===== src/rtl/quad_step_decoder.sv =====
// quad_step_decoder
// Incremental-encoder front end: synchronizes and filters the A/B phase
// lines, decodes Gray-code moves into direction plus a one-cycle step
// pulse, and keeps a loadable, wrapping position count.
//
// Handshake: step is a one-cycle valid strobe with no ready. Whenever step
// is high, up_down and counter_out hold that step's direction and the
// updated position (unless a same-cycle load overrode the position).
module quad_step_decoder #(
  parameter int CNT_WIDTH  = 3,
  parameter int FILTER_LEN = 3
) (
  input  logic                 clk,
  input  logic                 reset,
  input  logic                 enc_a,
  input  logic                 enc_b,
  input  logic                 load,
  input  logic [CNT_WIDTH-1:0] counter_in,
  input  logic                 clr_err,
  output logic                 step,
  output logic                 up_down,
  output logic [CNT_WIDTH-1:0] counter_out,
  output logic                 err,
  output logic                 state_dbg
);

  typedef enum logic {
    UNPRIMED = 1'b0,
    TRACK    = 1'b1
  } state_t;

  localparam logic [3:0]           FLEN    = FILTER_LEN[3:0];
  localparam logic [CNT_WIDTH-1:0] CNT_ONE = {{(CNT_WIDTH-1){1'b0}}, 1'b1};

  state_t     state;
  logic [1:0] sync1;
  logic [1:0] sync2;
  logic [1:0] last_pair;
  logic [1:0] filt;
  logic [3:0] stab_cnt;
  logic [3:0] stab_next;
  logic [1:0] pos_old;
  logic [1:0] pos_new;
  logic [1:0] pos_diff;
  logic       accept;
  logic       is_up;
  logic       is_down;
  logic       is_illegal;
  logic       bad_move;

  // Position of a pair along the up sequence 00 -> 10 -> 11 -> 01.
  function automatic logic [1:0] gray_pos(input logic [1:0] pair);
    case (pair)
      2'b00:   gray_pos = 2'd0;
      2'b10:   gray_pos = 2'd1;
      2'b11:   gray_pos = 2'd2;
      default: gray_pos = 2'd3;
    endcase
  endfunction

  // Two-flop synchronizer on the raw phase lines.
  always_ff @(posedge clk or posedge reset) begin
    if (reset) begin
      sync1 <= 2'b00;
      sync2 <= 2'b00;
    end else begin
      sync1 <= {enc_a, enc_b};
      sync2 <= sync1;
    end
  end

  // Stability count, acceptance and move classification for this edge.
  always_comb begin
    if (sync2 == last_pair) begin
      stab_next = (stab_cnt == 4'hF) ? 4'hF : stab_cnt + 4'd1;
    end else begin
      stab_next = 4'd1;
    end
    accept     = (stab_next >= FLEN) && (sync2 != filt);
    pos_old    = gray_pos(filt);
    pos_new    = gray_pos(sync2);
    pos_diff   = pos_new - pos_old;
    is_up      = (pos_diff == 2'd1);
    is_down    = (pos_diff == 2'd3);
    is_illegal = (pos_diff == 2'd2);
    bad_move   = accept && (state == TRACK) && is_illegal;
  end

  // Filter state, priming FSM, step/direction, position count and err.
  always_ff @(posedge clk or posedge reset) begin
    if (reset) begin
      state       <= UNPRIMED;
      filt        <= 2'b00;
      last_pair   <= 2'b00;
      stab_cnt    <= 4'd0;
      step        <= 1'b0;
      up_down     <= 1'b0;
      counter_out <= '0;
      err         <= 1'b0;
    end else begin
      last_pair <= sync2;
      stab_cnt  <= stab_next;
      step      <= 1'b0;
      if (accept) begin
        filt <= sync2;
        case (state)
          UNPRIMED: state <= TRACK;
          TRACK: begin
            if (is_up) begin
              step        <= 1'b1;
              up_down     <= 1'b1;
              counter_out <= counter_out + CNT_ONE;
            end else if (is_down) begin
              step        <= 1'b1;
              up_down     <= 1'b0;
              counter_out <= counter_out - CNT_ONE;
            end
          end
          default: state <= UNPRIMED;
        endcase
      end
      // A load overrides any same-edge count change.
      if (load) begin
        counter_out <= counter_in;
      end
      // An illegal move on the same edge wins over a clear.
      if (bad_move) begin
        err <= 1'b1;
      end else if (clr_err) begin
        err <= 1'b0;
      end
    end
  end

  assign state_dbg = (state == TRACK);

endmodule


===== config.mk =====
export PLATFORM = sky130hd
export DESIGN_NAME = quad_step_decoder
export DESIGN_NICKNAME = d
export VERILOG_FILES = /design/src/rtl/quad_step_decoder.sv
export SDC_FILE = /design/constraint.sdc
export NUM_CORES = 1
export LEC_CHECK = 0
export CAP_MARGIN = 20
export CORE_ASPECT_RATIO = 0.5
export CORE_MARGIN = 2
export CORE_UTILIZATION = 30
export CTS_CLUSTER_SIZE = 16
export DETAILED_ROUTE_END_ITERATION = 6
export REMOVE_ABC_BUFFERS = 1
export SLEW_MARGIN = 20
export SYNTH_ARGS = -nofsm -noshare
export SYNTH_HDL_FRONTEND = slang
export SYNTH_SLANG_ARGS = --single-unit

===== constraint.sdc =====
create_clock -name clk -period 2.9 [get_ports clk]
set_clock_uncertainty 0.1 [all_clocks]
set_input_delay 0.29 -clock clk [delete_from_list [all_inputs] [get_ports clk]]
set_output_delay 0.29 -clock clk [all_outputs]
set_load 0.005 [all_outputs]

==> results.md, run 1 <==
- Outcome: completed
- P&R area growth vs syn: 26.21%
- DR vias: 557
- Final Critical Period: 2.421 ns
- CP bufs+invs: 0
- Async SR Flop Fraction: 1.000
- Power Total: 851.0 uW
- Grt met3 use: 0.03879
- Detailed Place HPWL: 1065 um
- Detail Route Antenna Nets: 0
- Post-CTS setup repair buffer count: 0
- Fin crit share: 0.8350
- Hold Path Class: reg -> reg
- Commonest non-fill, non-tap cells in the layout: dfrtp_1 (19), clkdlybuf4s50_1 (15), nand2_1 (8)
- Yosys top cell area share: 0.5413
- Met1 Track Usage GR: 0.1552
- # rows: 13
- Clk Latency, worst-skew pair: 0.25 ns
- Clock tree buffer depth: 2
- Crit path max-delay family: adder cells
- N_diodes: 0
- CP Data Arrival Time: 2.46 ns
- Synth Register Bits: 19
- Hold_buf cts: 0
- Clk sinks: 19
- Crit. End Element: register
- Tightest Pin Transition: 0.7023 ns
- DR WL/cell: 11.75 um
- Fin util: 0.4131
- H-tree depth: 1
- Post-route setup TNS: 0 ns
- F_max: 0.4130 GHz
- Tot GR Track Use: 0.1065
- CTS root buffer: clkbuf_8
- Total wire length: 1492 um
- Cell chain of the critical path: xnor2_1 -> ha_1 -> xnor3_1 -> nand2b_1 -> fa_1 -> xor2_1 -> and3_2 -> o31a_1
- Synth area leaders: dfrtp_1 (54%), xnor2_1 (6.0%), mux2_2 (3.8%)
- Critical path peak fanout: 5
- Fill count: 258
- Synth Instances: 72
- Iteration count of the initial detailed-routing pass: 4
- Worst hold slack: 0.2574 ns
- Via density: 4.386
- Crit-path slowest cell: dfrtp_1
- Clock transition at the registers of the reported paths: 0.07 ns
- Seq/Total Area, Yosys: 0.5413
- Iteration-0 DRC Markers: 21
- Critical path class: reg -> reg
- Max-slew violation count: 0
- Final hold vios: 0
- Vias in the first global route: 551
- Core area: 2684 um^2
- Main flop type after synthesis: dfrtp_1
- Final setup margin: 0.4786 ns
- Worst path max stage delay: 0.47 ns
- Slew headroom: 0.5313
- # setup viols final: 0
- Largest net degree at the start of global routing: 20
- Post-CTS Resized: 0
- Share of layout cells above drive strength 1: 0.1000
- Initial antenna violation count: 0
- Worst endpoint required time: 2.94 ns
- Synthesized area: 878.3 um^2
- CP startpoint kind: register
- Grt met2 use: 0.1417
- Commonest non-fill, non-tap cell in the layout: dfrtp_1
- VDD IR max: 0.0003979 V
- Die W: 80.52 um
- Port-buffer cells: 15
- Post-synth EDFFs: 0
- Die Area: 3403 um^2
- Gr ovfl total: 0
- I/O pin total: 16
- Initial Util: 0.3273
- Routability cong.: 0.7151
- Fin nets: 103
- RSZ-0062 raised after global routing: no
- Die H: 42.26 um
- Yosys warning total: 0
- Leading area contributor after synthesis: dfrtp_1
- Total CTS buffers: 3
- First-pass GRT wire length: 2697 um
- Global routing's busiest layer: met1
- Max-Cap Viols: 0
- Avg Cell Area, Syn: 12.20 um^2
- Setup WS pre-CTS: 0.4863 ns
- CTS tree: done
- Pwr/cell area: 767.7 nW/um^2
- Leak: 0.0004713 uW
- # DRC: 0
- Count of cell types in the netlist: 28
-- worst register-to-register path, delay by kind of cell, from the launching register on --
family,cells,cell delay (ns)
AOI/OAI and AO/OA,1,0.23
xor gates and xnor gates,3,0.59
adders and majority gates,2,0.60
DFF,1,0.47
and+or+nand+nor,2,0.33
-- layer usage --
metal	up-vias	part of all wire	wire length, um
li1	280	-	-
met1	267	0.53	794
met2	8	0.43	639
met3	2	0.028	42
met4	0	0.0094	14
met5	-	0	0
-- kinds of logic (layout without fill, tap and decap cells) --
kind of cell / Yosys count / after routing / share of synthesized area
flip-flops: 19 / 19 / 0.5413
AND/OR/NAND/NOR: 17 / 17 / 0.08975
AO/OA/AOI/OAI: 14 / 14 / 0.1282
XOR/XNOR: 9 / 9 / 0.1054
buffers and inverters: 6 / 24 / 0.03419
multiplexers: 4 / 4 / 0.04986
adder cells (fa/ha/maj): 3 / 3 / 0.05128
-- cells in the mapped netlist (all sizes together) (2+ instances only) --
| cell | n |
|---|---|
| nor2 | 3 |
| o21ai | 2 |
| ha | 2 |
| xor2 | 2 |
| xnor2 | 6 |
| nand2 | 8 |
| dfrtp | 19 |
| nand2b | 2 |
| mux2 | 3 |
| a21oi | 4 |
| inv | 5 |
-- power breakdown --
part / switching [uW] / internal (uW)
Combinational: 151 / 173
Clock: 84.4 / 97.6
Sequential: 38.6 / 307
-- layout make-up --
type / instances / area, um^2 / share of cell area
Tap cell: 37 / 46.29 / 0.04176
Sequential cell: 19 / 475.5 / 0.4289
Inverter: 5 / 18.77 / 0.01693
Timing Repair Buffer: 15 / 150.1 / 0.1354
Clock buffer: 4 / 45.04 / 0.04063
Multi-Input combinational cell: 47 / 372.9 / 0.3363
-- sequential cells by signal, indices dropped and copies added, names as in the netlist --
signal,flops
stab_cnt,4
counter_out,3
filt,2
last_pair,2
sync1,2
sync2,2
err,1
state_dbg,1
step,1
up_down,1
-- final timing paths --
kind / endpoint / slack, ns / depth (start not counted) / startpoint
worst max-delay path: counter_out[2] / 0.48 / 8 / sync2[1]
worst min-delay path: sync2[0] / 0.26 / 0 / sync1[0]
worst max register to register: counter_out[2] / 0.48 / 8 / sync2[1]
worst min register to register: sync2[0] / 0.26 / 0 / sync1[0]
max in group asynchronous: last_pair[0] / 1.91 / 2 / reset
min in group asynchronous: step / 0.34 / 2 / reset
-- through the flow --
step	area, um^2	instances
3_5_place_dp	1064	123
5_1_grt	1109	127
4_1_cts	1109	127
6_report	1109	127
2_1_floorplan	867.1	71
3_3_place_gp	1064	123
No activity file was read; power rests on OpenSTA's default activity.
==> run 2: changes to the inputs <==
==> constraint.sdc (replaced) <==
create_clock -name clk -period 2.4 [get_ports clk]
set_clock_uncertainty 0.1 [all_clocks]
set_input_delay 0.24 -clock clk [delete_from_list [all_inputs] [get_ports clk]]
set_output_delay 0.24 -clock clk [all_outputs]
set_load 0.005 [all_outputs]
==> run 2 against run 1 <==
Against the previous run:
- sequential power is 19% higher
- maximum frequency grew 6.8%
- combinational power is 49% higher
- via count up 0.72%
- power up 30%
- clock power is 18% higher
- first-iteration DRC count rose to 3.1 times the previous value
- global-route usage down 0.65 points
==> results.md, run 2 (synthesis results as in run 1) <==
- Share of layout cells above drive strength 1: 0.1667 (+0.06667)
- Worst endpoint required time: 2.44 ns (-0.50 ns)
- Leak: 0.0004992 uW (+5.9%)
- Commonest non-fill, non-tap cell in the layout: dfrtp_1
- First-pass GRT wire length: 2635 um (-2.3%)
- Fin crit share: 0.9444 (+0.1095)
- Area after DPL: 1086 um^2 (+2.1%)
- CP startpoint kind: register
- Core area: 2684 um^2 (unchanged)
- Critical path peak fanout: 3 (-2)
- # DRC: 0 (unchanged)
- Via density: 4.218 (-3.8%)
- DR vias: 561 (+0.72%)
- Fin nets: 109 (+5.8%)
- Outcome: completed
- Commonest non-fill, non-tap cells in the layout: dfrtp_1 (19), clkdlybuf4s50_1 (15), nand2_1 (8)
- Routability cong.: 0.7295 (+2.0%)
- Max-Cap Viols: 0 (unchanged)
- Crit. End Element: register
- Gr ovfl total: 0 (unchanged)
- CTS tree: done
- CP Data Arrival Time: 2.30 ns (-0.16 ns)
- Critical path class: reg -> reg
- Design area: 1156 um^2 (+4.3%)
- Tightest Pin Transition: 0.6952 ns (-0.007098 ns)
- I/O pin total: 16 (unchanged)
- Iteration count of the initial detailed-routing pass: 4 (unchanged)
- Clk sinks: 19 (unchanged)
- CTS root buffer: clkbuf_8
- N_diodes: 0 (unchanged)
- H-tree depth: 1 (unchanged)
- P&R area growth vs syn: 31.62%
- Max-slew violation count: 0 (unchanged)
- Hold Path Class: reg -> reg
- Port-buffer cells: 15 (unchanged)
- Pwr/cell area: 957.7 nW/um^2 (+25%)
- Top flop regs: stab_cnt: 4 flops, counter_out: 3 flops
- Largest register FFs: 4 (unchanged)
- Detailed Place HPWL: 1079 um (+1.4%)
- Post-route setup TNS: 0 ns (unchanged)
- Die W: 80.52 um (unchanged)
- Total CTS buffers: 3 (unchanged)
- F_max: 0.4412 GHz (+6.8%)
- Largest net degree at the start of global routing: 20 (unchanged)
- # setup viols final: 0 (unchanged)
- Initial Util: 0.3273 (unchanged)
- Detail Route Antenna Nets: 0 (unchanged)
- VDD IR max: 0.0004936 V (+24%)
- Final hold vios: 0 (unchanged)
- Tot GR Track Use: 0.1000 (-0.006481)
- Vias in the first global route: 568 (+3.1%)
- Total wire length: 1423 um (-4.6%)
- Hold_buf cts: 0 (unchanged)
- Fill count: 256 (-0.78%)
- Iteration-0 DRC Markers: 66 (+210%)
- Clk Latency, worst-skew pair: 0.25 ns (about the same)
- Clock transition at the registers of the reported paths: 0.07 ns (about the same)
- Slew headroom: 0.5361 (+0.004737)
- Die Area: 3403 um^2 (unchanged)
- # rows: 13 (unchanged)
- Initial antenna violation count: 0 (unchanged)
- RSZ-0062 raised after global routing: no
- Die H: 42.26 um (unchanged)
- Clock tree buffer depth: 2 (unchanged)
- Most flop-heavy register: stab_cnt
- Final Critical Period: 2.267 ns (-0.1548 ns)
- DR WL/cell: 10.70 um (-8.9%)
[run 2: path summary, 6_finish.rpt]
| path | from | to | slack (ns) | cells after the start |
|---|---|---|---|---|
| setup / recovery | filt[1] | counter_out[2] | 0.13 | 7 |
| hold / removal | sync1[1] | sync2[1] | 0.26 | 0 |
| setup reg to reg | filt[1] | counter_out[2] | 0.13 | 7 |
| hold reg to reg | sync1[1] | sync2[1] | 0.26 | 0 |
| max in group asynchronous | reset | last_pair[0] | 1.47 | 2 |
| min in group asynchronous | reset | sync2[0] | 0.30 | 2 |
[run 2: critical path: stages (launching register included)]
cell and delay, ns:
dfrtp_1 0.41, xor2_1 0.16, ha_1 0.32, nand2b_1 0.19, fa_2 0.34, xor2_1 0.18, and3_2 0.21, o31a_1 0.23
[run 2: stage by stage]
| stage | hold slack [ns] | total power (uW) | std cells | setup slack, ns | util |
|---|---|---|---|---|---|
| 5_1_grt | 0.2626 | 1199 | 133 | 0.01071 | 0.4308 |
| 6_report | 0.2552 | 1107 | 133 | 0.1334 | 0.4308 |
| 2_1_floorplan | 0.09113 | 700.0 | 71 | 0.08982 | - |
| 3_5_place_dp | 0.2420 | 845.4 | 126 | 0.06522 | 0.4047 |
| 4_1_cts | 0.2575 | 1067 | 130 | 0.04442 | 0.4214 |
| 3_3_place_gp | 0.2342 | 844.0 | 126 | 0.08688 | 0.4047 |
[run 2: layout make-up]
| cell class | count | area (um^2) | share of cell area |
|---|---|---|---|
| repair buffers | 21 | 195.2 | 0.1688 |
| well taps | 37 | 46.29 | 0.04004 |
| clock buffers | 4 | 45.04 | 0.03896 |
| flip-flops and latches | 19 | 475.5 | 0.4113 |
| multi-input cells | 47 | 375.4 | 0.3247 |
| inverters | 5 | 18.77 | 0.01623 |
[run 2: report_power, final]
group          internal [uW]  switching [uW]  total (uW)
logic                    275             208         483
registers                371            38.9         410
clock network            118            96.2         214
total                    764             343        1110
[run 2: timing repair]
item                                    CTS  global route
gates resized for setup                   0             1
endpoints found under the setup margin    0             1
buffers inserted                          0             3
[run 2: metal layers]
| layer | GRT usage | vias to the layer above | part of all wire |
|---|---|---|---|
| met5 | 0 | - | 0 |
| met4 | 0.04068 | 0 | 0.013 |
| met3 | 0.02586 | 2 | 0.025 |
| met2 | 0.1400 | 9 | 0.44 |
| met1 | 0.1457 | 258 | 0.52 |
| li1 | - | 292 | - |
==> run 3: changes to the inputs <==
--- a/config.mk
+++ b/config.mk
@@ -12,7 +12,7 @@
 export CTS_CLUSTER_SIZE = 16
 export DETAILED_ROUTE_END_ITERATION = 6
 export REMOVE_ABC_BUFFERS = 1
-export SLEW_MARGIN = 20
+export SLEW_MARGIN = 10
 export SYNTH_ARGS = -nofsm -noshare
 export SYNTH_HDL_FRONTEND = slang
 export SYNTH_SLANG_ARGS = --single-unit
==> results of run 3 <==
No change in the layout: final DEF, timing and power equal those of run 2.
